--- src/rtl/savomax_sync_gen.sv ---
// -----------------------------------------------------------------------------
// savomax_sync_gen
//
// Generates PAL or NTSC test sync timing (hsync, vsync, csync) from a single
// system clock. It is the transmit-side counterpart of the VSYNC-period format
// detector: a PAL field lasts longer than 18 ms and an NTSC field is shorter,
// so the detector can classify the stream from the vsync period alone.
//
// Optional feature, selected with the macro SAVOMAX_INTERLACE_EN:
//   defined   - fields alternate short/long (PAL 312/313, NTSC 262/263 lines),
//               and field_odd_out is 1 during the long field. The first field
//               after ARM is short.
//   undefined - progressive: fixed 312/262 lines, and field_odd_out is tied 0.
//
// Ports
//   clk_in          in   1  system clock
//   rst_n_in        in   1  asynchronous active-low reset
//   enable_in       in   1  level: 1 = generate, 0 = idle
//   format_sel_in   in   1  1 = PAL, 0 = NTSC (sampled at ARM and at field
//                           boundaries only)
//   hsync_out       out  1  horizontal sync, active low
//   vsync_out       out  1  vertical sync, active low
//   csync_out       out  1  composite sync, active low (hsync inverted in vsync)
//   field_start_out out  1  1-clk pulse coincident with the vsync_out falling edge
//   format_out      out  3  3'b000 idle, 3'b010 NTSC, 3'b100 PAL
//   field_odd_out   out  1  1 during the long field (interlace build only)
//   fsm_state_out   out  2  current FSM state (0 IDLE, 1 ARM, 2 RUN), debug only
//
// enable_in is a plain level with no handshake: RUN continues while it is high,
// and the FSM drops to IDLE in the cycle a low level is sampled.
// -----------------------------------------------------------------------------
module savomax_sync_gen #(
    parameter int unsigned CLK_FREQ    = 250_000,
    parameter int unsigned HSYNC_CLKS  = 1,
    parameter int unsigned VSYNC_LINES = 3
) (
    input  logic       clk_in,
    input  logic       rst_n_in,
    input  logic       enable_in,
    input  logic       format_sel_in,
    output logic       hsync_out,
    output logic       vsync_out,
    output logic       csync_out,
    output logic       field_start_out,
    output logic [2:0] format_out,
    output logic       field_odd_out,
    output logic [1:0] fsm_state_out
);

    // Line lengths in clocks. The NTSC product is taken at 64 bits so large
    // clock frequencies do not overflow before the divide.
    localparam logic [63:0] NTSC_NUM   = 64'(CLK_FREQ) * 64'd1001;
    localparam logic [15:0] LINE_PAL   = 16'(CLK_FREQ / 15625);
    localparam logic [15:0] LINE_NTSC  = 16'(NTSC_NUM / 64'd15_750_000);
    localparam logic [9:0]  LINES_PAL  = 10'd312;
    localparam logic [9:0]  LINES_NTSC = 10'd262;
    localparam logic [15:0] HSYNC_W    = 16'(HSYNC_CLKS);
    localparam logic [9:0]  VSYNC_W    = 10'(VSYNC_LINES);

`ifdef SAVOMAX_INTERLACE_EN
    localparam bit INTERLACE = 1'b1;
`else
    localparam bit INTERLACE = 1'b0;
`endif

    localparam logic [2:0] FMT_IDLE = 3'b000;
    localparam logic [2:0] FMT_NTSC = 3'b010;
    localparam logic [2:0] FMT_PAL  = 3'b100;

    typedef enum logic [1:0] {
        IDLE = 2'd0,
        ARM  = 2'd1,
        RUN  = 2'd2
    } state_t;

    state_t      state;
    logic        fmt;         // 1 = PAL for the current field
    logic        long_field;  // current field carries the extra line
    logic [15:0] h_cnt;
    logic [9:0]  l_cnt;

    logic [15:0] line_len;
    logic [9:0]  field_lines;
    logic        h_last;
    logic        l_last;
    logic        hs_n;
    logic        vs_n;
    logic        cs_n;

    always_comb begin
        line_len    = fmt ? LINE_PAL : LINE_NTSC;
        field_lines = (fmt ? LINES_PAL : LINES_NTSC) + {9'd0, long_field};
        h_last      = (h_cnt == line_len - 16'd1);
        l_last      = (l_cnt == field_lines - 10'd1);
        hs_n        = ~(h_cnt < HSYNC_W);
        vs_n        = ~(l_cnt < VSYNC_W);
        // Serration: hsync is inverted for the duration of vsync.
        cs_n        = hs_n ^ ~vs_n;
    end

    assign fsm_state_out = state;

    always_ff @(posedge clk_in or negedge rst_n_in) begin
        if (!rst_n_in) begin
            state           <= IDLE;
            fmt             <= 1'b0;
            long_field      <= 1'b0;
            h_cnt           <= 16'd0;
            l_cnt           <= 10'd0;
            hsync_out       <= 1'b1;
            vsync_out       <= 1'b1;
            csync_out       <= 1'b1;
            field_start_out <= 1'b0;
            format_out      <= FMT_IDLE;
            field_odd_out   <= 1'b0;
        end else begin
            // Idle output values unless RUN overrides them below.
            hsync_out       <= 1'b1;
            vsync_out       <= 1'b1;
            csync_out       <= 1'b1;
            field_start_out <= 1'b0;
            format_out      <= FMT_IDLE;
            field_odd_out   <= 1'b0;

            case (state)
                IDLE: begin
                    if (enable_in) state <= ARM;
                end

                ARM: begin
                    // Every start is a fresh short field at line 0.
                    fmt        <= format_sel_in;
                    long_field <= 1'b0;
                    h_cnt      <= 16'd0;
                    l_cnt      <= 10'd0;
                    state      <= RUN;
                end

                RUN: begin
                    if (!enable_in) begin
                        state <= IDLE;
                    end else begin
                        hsync_out       <= hs_n;
                        vsync_out       <= vs_n;
                        csync_out       <= cs_n;
                        field_start_out <= (h_cnt == 16'd0) && (l_cnt == 10'd0);
                        format_out      <= fmt ? FMT_PAL : FMT_NTSC;
                        field_odd_out   <= INTERLACE & long_field;

                        if (h_last) begin
                            h_cnt <= 16'd0;
                            if (l_last) begin
                                // Field boundary: the only point where the
                                // format selection is taken, so a field is
                                // never cut short or stretched mid-way.
                                l_cnt      <= 10'd0;
                                fmt        <= format_sel_in;
                                long_field <= INTERLACE & ~long_field;
                            end else begin
                                l_cnt <= l_cnt + 10'd1;
                            end
                        end else begin
                            h_cnt <= h_cnt + 16'd1;
                        end
                    end
                end

                default: state <= IDLE;
            endcase
        end
    end

endmodule

--- config.mk ---
export PLATFORM = sky130hd
export DESIGN_NAME = savomax_sync_gen
export DESIGN_NICKNAME = d
export VERILOG_FILES = /design/src/rtl/savomax_sync_gen.sv
export SDC_FILE = /design/constraint.sdc
export NUM_CORES = 1
export LEC_CHECK = 0
export CORE_MARGIN = 3
export CORE_UTILIZATION = 40
export DETAILED_ROUTE_END_ITERATION = 7
export PLACE_DENSITY = 0.63
export RECOVER_POWER = 50
export SETUP_SLACK_MARGIN = 0.5
export SYNTH_ARGS = -nofsm -noshare
export SYNTH_HDL_FRONTEND = slang
export SYNTH_SLANG_ARGS = --single-unit
--- constraint.sdc ---
create_clock -name clk_in -period 4 [get_ports clk_in]
set_input_delay 0.8 -clock clk_in [delete_from_list [all_inputs] [get_ports clk_in]]
set_output_delay 0.8 -clock clk_in [all_outputs]
set_load 0.005 [all_outputs]
==> results of run 1 <==
==> flip-flops by register name, indices dropped and copies added, names as in the netlist <==
signal and cells:
vsync_out 1, field_start_out 1, hsync_out 1, csync_out 1
h_cnt 16, l_cnt 10, fsm_state_out 2, format_out 2
fmt 1
==> cell usage in the layout, fill, tap and decap left out, types with 2 or more instances in the layout <==
cell             synthesis  final
dfrtp_1                 32     32
dlygate4sd3_1            0      2
xnor2_1                  5      5
ha_1                     4      4
nor3_1                   7      7
nor3b_1                  3      3
nand2_1                 20     20
nand3_1                 19     19
nor2_1                  17     17
nand4_1                  3      3
o211ai_1                 2      2
nor2_4                   2      2
a211oi_1                 2      2
or3_1                    3      3
o31ai_1                  7      7
and3_1                   6      6
clkbuf_8                 0      6
nor4_1                   6      6
inv_1                    8      8
xor2_1                   6      6
o21ai_0                 14     14
clkdlybuf4s50_1          0      9
a21oi_1                  3      3
conb_1                   1      2
and4_1                   4      4
dfstp_2                  3      3
nand3b_1                 2      2
==> stage by stage <==
stage | setup slack [ns] | util | hold WS [ns] | power (mW) | cell area (sq um)
finish | 1.28 | 0.482 | 0.489 | 1.07 | 2170
global route | 0.921 | 0.482 | 0.516 | 1.13 | 2170
CTS | 1.56 | 0.483 | 0.482 | 1.07 | 2180
detailed placement | 1.26 | 0.457 | 0.473 | 0.731 | 2060
global placement | 1.25 | 0.457 | 0.468 | 0.728 | 2060
floorplan | 2.00 | - | 0.449 | 0.639 | 1930
==> layer usage <==
layer | vias to the layer above | track usage | routed length, microns
met3 | 7 | 0.0396 | 174
met5 | - | 0 | 0
met4 | 0 | 0.0641 | 72
met2 | 38 | 0.240 | 1820
li1 | 755 | - | -
met1 | 754 | 0.249 | 2160
==> final cells by class <==
cell class / count / area share
inverters: 9 / 0.0179
clock buffers: 6 / 0.0380
clock inverters: 2 / 0.0161
well taps: 52 / 0.0300
multi-input cells: 154 / 0.441
repair buffers: 12 / 0.0524
flip-flops and latches: 35 / 0.405
==> kinds of logic after synthesis <==
family / share of synthesized area
other: 0.00195
flip-flops: 0.457
buffers and inverters: 0.0475
XOR/XNOR: 0.0501
AND/OR/NAND/NOR: 0.302
multiplexers: 0.00585
adder cells (fa/ha/maj): 0.0260
AO/OA/AOI/OAI: 0.109
==> worst max path at each step <==
stage / end / slack, ns / startpoint / cells past startpoint
6_report: h_cnt[11]$_DFFE_PN0P_ / 1.28 / rst_n_in / 2
5_1_grt: h_cnt[5]$_DFFE_PN0P_ / 0.92 / rst_n_in / 2
4_1_cts: h_cnt[6]$_DFFE_PN0P_ / 1.56 / enable_in / 7
3_5_place_dp: h_cnt[6]$_DFFE_PN0P_ / 1.26 / enable_in / 7
3_3_place_gp: h_cnt[6]$_DFFE_PN0P_ / 1.25 / enable_in / 7
2_1_floorplan: h_cnt[6]$_DFFE_PN0P_ / 2.00 / enable_in / 7
==> power by group <==
part / internal [mW] / switching (mW) / leakage, nW / total [mW]
clock: 0.202 / 0.140 / 0.0612 / 0.341
combinational: 0.120 / 0.154 / 0.391 / 0.273
sequential: 0.397 / 0.0534 / 0.471 / 0.451
==> metrics.txt, run 1 <==
largest net degree at the start of global routing 36; Startpoint Class input port; Initial Util 0.427; initial drt markers between 100 and 150; Async S/R FF share, synth 1.00; Final setup viols 0; Final period util 0.680; Slew Viols, Final 36; CP arrival between 2 and 3 ns; overall routing resource usage 0.169; synth warn 0; post-synth top area cell dfrtp_1; hpwl dp 2.91 mm; clock slew seen by the registers of the worst setup and hold paths about 0.07 ns; Post-synth EDFFs 0; Post-Syn Instances slightly above 200; top area cells in the synthesized netlist dfrtp_1, nand3_1, dfstp_2; RR Startpoint h_cnt[0]$_DFFE_PN0P_; FMAX ~0.37 GHz; Critical Path RT roughly 4.0 ns; Slew HR -0.313; CTS-repair resized insts 0; Worst path top cell family by delay buffers and inverters; Setup crit end kind asynchronous set/reset pin; setup slack, reg-to-reg slightly above 2 ns; DRC viols 0; hold depth 1; RD Place Congestion 0.857; #FFs+latches synth 35; max_cap viols 1; grt ovf 0; chip height about 75 microns; Setup CP Type in2async; power density cells 491 mW/mm^2; num rows 24; reg2reg path depth 5; register area share after synthesis 0.457; failing checks max-capacitance violations, max-slew violations; reg2reg end l_cnt[5]$_DFFE_PN0P_; Ports 14; buffers and inverters on the worst path 2; layout cells sized above 1 0.0963; Post-CTS Setup Bufs 0; CTS tree built; vias in the first global route 1469; DIE AREA around 0.0057 sq mm; RSZ-0062 raised after global routing false; Final nets 225; Die Wd approximately 75 microns; crit-path max cell delay ~1.4 ns; Final Skew about 0.008 ns; crit-path max FO 35; Worst-Skew Late Latency 0.30 ns; endpoints failing hold 0; root buf cell clkbuf_8; CP max stage cell clkbuf_1; clock sinks 35; ant diodes 0; Peak VDD IR between 0.15 and 0.2 mV; Post-Place Cells between 200 and 300; register cell area after layout slightly below 900 sq um; fill count about 430; Hold WC Path Type reg2reg; cts bufs inserted 5; vias per cell 5.76; Synth Cell Area 0.00192 sq mm; non-filler cells in the finished layout 270; ys flop type dfrtp_1; crit path cell chain dlygate4sd3_1 -> clkbuf_1; maximum clock path buffer count 2; initial antenna violation count 0; min-delay src l_cnt[9]$_DFFE_PN0P_; Antenna Nets Post-Route 0; Wirelength per Cell roughly 16 microns; worst hold endpoint l_cnt[9]$_DFFE_PN0P_; vias 1554; outcome complete, but fails checks; Yosys top cell area share 0.416; Worst-Margin Slew slightly below 2 ns; hold buffer count at cts 0; H-Tree Depth 2; first-pass GRT wire length around 7.3 mm; synth cell count leaders dfrtp_1, nand2_1, nand3_1; Leakage 0.923 nW; setup TNS 0 ns; IO Port Bufs 11; fin crit period roughly 2.7 ns; core footprint between 0.004 and 0.005 sq mm; post-synthesis cell type count 47; area grow syn2layout 12.9%; multi-input combinational cell area 957 sq um; Post-Route WL about 4.2 mm; DR pass1 iterations 4; Avg Inst Size Synth ~9.4 sq um; most common cell in the synthesized netlist dfrtp_1
Note: power is estimated with default switching activity, not from simulation.
==> run 2, diff against run 1 <==
Settings changed: PLACE_DENSITY 0.63 to 0.65.
Clock period 4 ns to 2.4 ns, I/O delays scaled along.
==> metrics.txt, run 2 (same netlist as run 1, synthesis figures left out) <==
outcome finished, final reports clean; Ports 14; fin worst setup slack approximately 0.6 ns; max_cap viols 0; overall routing resource usage 0.163; Final setup viols 0; Setup CP Type reg2reg; CP max stage cell or4b_1; Startpoint Class flip-flop; DR pass1 iterations 4; Regs by FF count h_cnt (16), l_cnt (10); crit path cell chain and2b_2 -> nor2_1 -> clkinv_4 -> nand4_4 -> or4b_1 -> o311ai_1; RD Place Congestion between 0.9 and 1; FMAX approximately 0.56 GHz; area grow syn2layout 17.6%; DRC viols 0; Reg with most FFs h_cnt; grt ovf 0; number of flip-flops in the largest register 16; CTS tree built; core footprint 0.00450 sq mm; largest net degree at the start of global routing 36; power density cells between 800 and 900 mW/mm^2; buffers and inverters on the worst path 1; Initial Util 0.427; hold depth 2; H-Tree Depth 2; clock sinks 35; vias per cell between 5 and 6; initial antenna violation count 0; Slew Viols, Final 0; vias 1545; fin crit period around 1.8 ns; hold buffer count at cts 0; IO Port Bufs 11; Worst path top cell family by delay simple AND/OR/NAND/NOR gates; Leakage around 0.98 nW; Peak VDD IR 0.255 mV; Antenna Nets Post-Route 0; Worst-Margin Slew 0.842 ns; endpoints failing hold 0; DIE AREA 0.00568 sq mm; post-route cell area around 0.0023 sq mm; pre-CTS setup slack 0.179 ns; crit-path max cell delay 0.52 ns; Setup crit end kind flip-flop; maximum clock path buffer count 2; Final nets approximately 230; Post-Route WL 4.32 mm; Slew HR 0.438; most common cell after layout, fill and taps aside dfrtp_1; chip height between 70 and 80 microns; Wirelength per Cell about 16 microns; hpwl dp between 2 and 3 mm; num rows 24; Power Total 1.83 mW; clock slew seen by the registers of the worst setup and hold paths 0.07 ns; cts bufs inserted 5; Final period util 0.750; crit-path max FO 7; first-pass GRT wire length just over 7 mm; CP arrival just under 2 ns; Critical Path RT approximately 2.6 ns; reg2reg path depth 6; fill count roughly 420; WP depth 6; ant diodes 0; Die Wd approximately 75 microns; setup TNS 0 ns; vias in the first global route between 1000 and 1500; RSZ-0062 raised after global routing true; root buf cell clkbuf_8; dpl cell area about 0.0021 sq mm; most frequent cells in the layout dfrtp_1, nand2_1, nand3_1; Final Skew 0.00709 ns; layout cells sized above 1 0.142; Hold WC Path Type in2reg; initial drt markers 199; Worst-Skew Late Latency ~0.28 ns
run 2: report_power, final:
| part | leakage [nW] | internal (mW) | switching [mW] | total (mW) |
|---|---|---|---|---|
| clock | 0.0612 | 0.336 | 0.208 | 0.544 |
| combinational | 0.448 | 0.244 | 0.292 | 0.536 |
| sequential | 0.471 | 0.663 | 0.0858 | 0.748 |
| total | 0.980 | 1.24 | 0.586 | 1.83 |
run 2: worst register-to-register path, stage by stage, from the launching register on:
cell,delay [ns]
dfrtp_1,0.44
and2b_2,0.28
nor2_1,0.13
clkinv_4,0.11
nand4_4,0.12
or4b_1,0.52
o311ai_1,0.10
run 2: cell type report:
class                      instances  area (sq um)  share of cell area
multi-input combinational        155          1000               0.443
sequential                        35           880               0.389
timing repair buffer              18           159              0.0702
clock buffer                       6          82.6              0.0365
tap                               52          65.1              0.0288
inverter                           9          38.8              0.0171
clock inverter                     2          35.0              0.0155
run 2: path summary, 6_finish.rpt:
check | from | slack, ns | end
worst max-delay path | fsm_state_out[1]$_DFFE_PN0P_ | 0.60 | h_cnt[6]$_DFFE_PN0P_
worst min-delay path | enable_in | 0.51 | fsm_state_out[0]$_DFFE_PN0P_
worst max register to register | fsm_state_out[1]$_DFFE_PN0P_ | 0.60 | h_cnt[6]$_DFFE_PN0P_
worst min register to register | fsm_state_out[0]$_DFFE_PN0P_ | 0.52 | fsm_state_out[0]$_DFFE_PN0P_
max in group asynchronous | rst_n_in | 1.04 | fsm_state_out[0]$_DFFE_PN0P_
min in group asynchronous | rst_n_in | 0.83 | l_cnt[5]$_DFFE_PN0P_
run 2: what timing repair did:
item / CTS / global route
endpoints found under the setup margin: 2 / 16
resized for setup: 2 / 9
cloned: 0 / 1
setup buffers: 0 / 1
pin swaps: 0 / 2
run 2: stage by stage:
stage / hold WS [ns] / utilization / cells
6_report: 0.513 / 0.502 / 277
2_1_floorplan: 0.184 / - / 206
3_5_place_dp: 0.481 / 0.465 / 267
4_1_cts: 0.490 / 0.493 / 275
5_1_grt: 0.530 / 0.502 / 277
3_3_place_gp: 0.480 / 0.465 / 267
run 2: metal layers:
metal,GRT usage,wire [microns],share of wire,vias up
met5,0,0,0,-
met3,0.0343,154,0.036,6
met4,0.0563,69,0.016,0
met2,0.239,1970,0.46,38
li1,-,-,-,774
met1,0.239,2120,0.49,727
==> run 3, diff against run 2 <==
Settings changed: PLACE_DENSITY 0.65 to 0.63.
Clock period 2.4 ns to 1.7 ns, I/O delays scaled along.
==> metrics.txt, run 3 (same netlist as run 1, synthesis figures left out) <==
buffers and inverters on the worst path 0; worst hold endpoint fsm_state_out[0]$_DFFE_PN0P_; Worst path top cell family by delay simple AND/OR/NAND/NOR gates; endpoints failing hold 0; WP depth 4; Startpoint Class flip-flop; hold buffer count at cts 0; largest net degree at the start of global routing 36; fin worst setup slack between 0.06 and 0.07 ns; RSZ-0062 raised after global routing true; FMAX about 0.61 GHz; hpwl dp approximately 3.2 mm; max_cap viols 0; crit-path max cell delay between 0.5 and 0.6 ns; ant diodes 0; initial drt markers between 100 and 150; vias around 1800; pre-CTS setup slack -0.258 ns; hold depth 2; Regs by FF count h_cnt (16), l_cnt (10); layout cells sized above 1 0.451; DRC viols 0; Wirelength per Cell ~17 microns; overall routing resource usage 0.183; Final period util 0.964; vias per cell roughly 5.8; Setup crit end kind flip-flop; first-pass GRT wire length about 7.9 mm; Final nets 271; setup TNS 0 ns; crit path cell chain or2b_1 -> or2_1 -> or4b_1 -> o311ai_2; initial antenna violation count 0; Worst-Margin Slew roughly 0.9 ns; RD Place Congestion 0.824; Final Skew approximately 0.0035 ns; most frequent cells in the layout buf_4, dfrtp_1, nand2_1; Antenna Nets Post-Route 0; Peak VDD IR between 0.3 and 0.4 mV; clock slew seen by the registers of the worst setup and hold paths 0.07 ns; Leakage roughly 1.3 nW; CP max stage cell or4b_1; num rows 24; Reg with most FFs h_cnt; reg2reg end h_cnt[6]$_DFFE_PN0P_; Ports 14; Die Wd between 70 and 80 microns; clock sinks 35; setup slack, reg-to-reg just over 0.06 ns; core footprint 0.00450 sq mm; DR pass1 iterations 4; min-delay src enable_in; Hold Worst Slack ~0.48 ns; most common cell after layout, fill and taps aside buf_4; fin crit period 1.64 ns; Critical Path RT between 1.5 and 2 ns; area grow syn2layout 46.2%; Slew Viols, Final 0; Hold WC Path Type in2reg; outcome finished, final reports clean; Setup CP Type reg2reg; CP arrival between 1.5 and 2 ns; DIE AREA roughly 0.0057 sq mm; RR Startpoint fsm_state_out[0]$_DFFE_PN0P_; grt ovf 0; Initial Util 0.427; power density cells ~980 mW/mm^2; CTS tree built; IO Port Bufs 11; vias in the first global route 1625; CP startpoint fsm_state_out[0]$_DFFE_PN0P_; Slew HR 0.399; Final setup viols 0; Post-Route WL roughly 5.3 mm; maximum clock path buffer count 2; root buf cell clkbuf_8; chip height 75.4 microns; cts bufs inserted 5; H-Tree Depth 2; reg2reg path depth 4; number of flip-flops in the largest register 16; Worst-Skew Late Latency 0.29 ns; crit-path max FO 5
run 3: cell count changes in the layout (fill, tap and decap cells not counted), moves of 6 or more:
| cell | previous run | this run |
|---|---|---|
| o21ai_0 | 14 | 1 |
| buf_4 | 5 | 38 |
| clkdlybuf4s50_1 | 9 | 1 |
| buf_6 | 0 | 9 |
| o21ai_2 | 0 | 6 |
run 3: area by class of cell:
| type | instances | area [sq um] |
|---|---|---|
| multi-input cells | 154 | 1280 |
| clock buffers | 5 | 68.8 |
| flip-flops and latches | 35 | 883 |
| inverters | 9 | 38.8 |
| well taps | 52 | 65.1 |
| clock inverters | 3 | 15.0 |
| fillers | 355 | 1690 |
| repair buffers | 58 | 462 |
run 3: report_power, final:
group          switching (mW)  leakage [nW]  internal [mW]
Sequential              0.124         0.467          0.940
Combinational           0.575         0.754          0.524
Clock                   0.318        0.0477          0.280
Total                    1.02          1.27           1.74
run 3: worst register-to-register path, cell delays in order, from the launching register on:
cell      delay (ns)
dfrtp_1         0.42
or2b_1          0.27
or2_1           0.23
or4b_1          0.53
o311ai_2        0.09
run 3: timing repair:
action	in CTS	in global routing
pin swaps	13	9
buffers inserted	5	9
cloned	0	1
endpoints found under the hold margin	0	0
endpoints found under the setup margin	39	38
gates resized for setup	61	41
run 3: worst max path at each step:
stage                                 to
floorplan           h_cnt[6]$_DFFE_PN0P_
global placement    h_cnt[6]$_DFFE_PN0P_
detailed placement  h_cnt[6]$_DFFE_PN0P_
CTS                 l_cnt[8]$_DFFE_PN0P_
global route        h_cnt[6]$_DFFE_PN0P_
finish              h_cnt[6]$_DFFE_PN0P_
run 3: routing by layer:
metal / track usage / up-vias / part of all wire
met1: 0.264 / 909 / 0.45
met5: 0 / - / 0
met4: 0.0505 / 0 / 0.012
met3: 0.0356 / 5 / 0.045
met2: 0.280 / 62 / 0.49
li1: - / 846 / -
run 3: stage by stage:
stage	std cells	power [mW]	utilization	instance area, sq um
floorplan	206	1.52	-	1960
global placement	293	1.83	0.517	2330
global route	316	2.91	0.624	2810
detailed placement	293	1.84	0.517	2330
CTS	306	2.55	0.574	2590
finish	316	2.76	0.624	2810
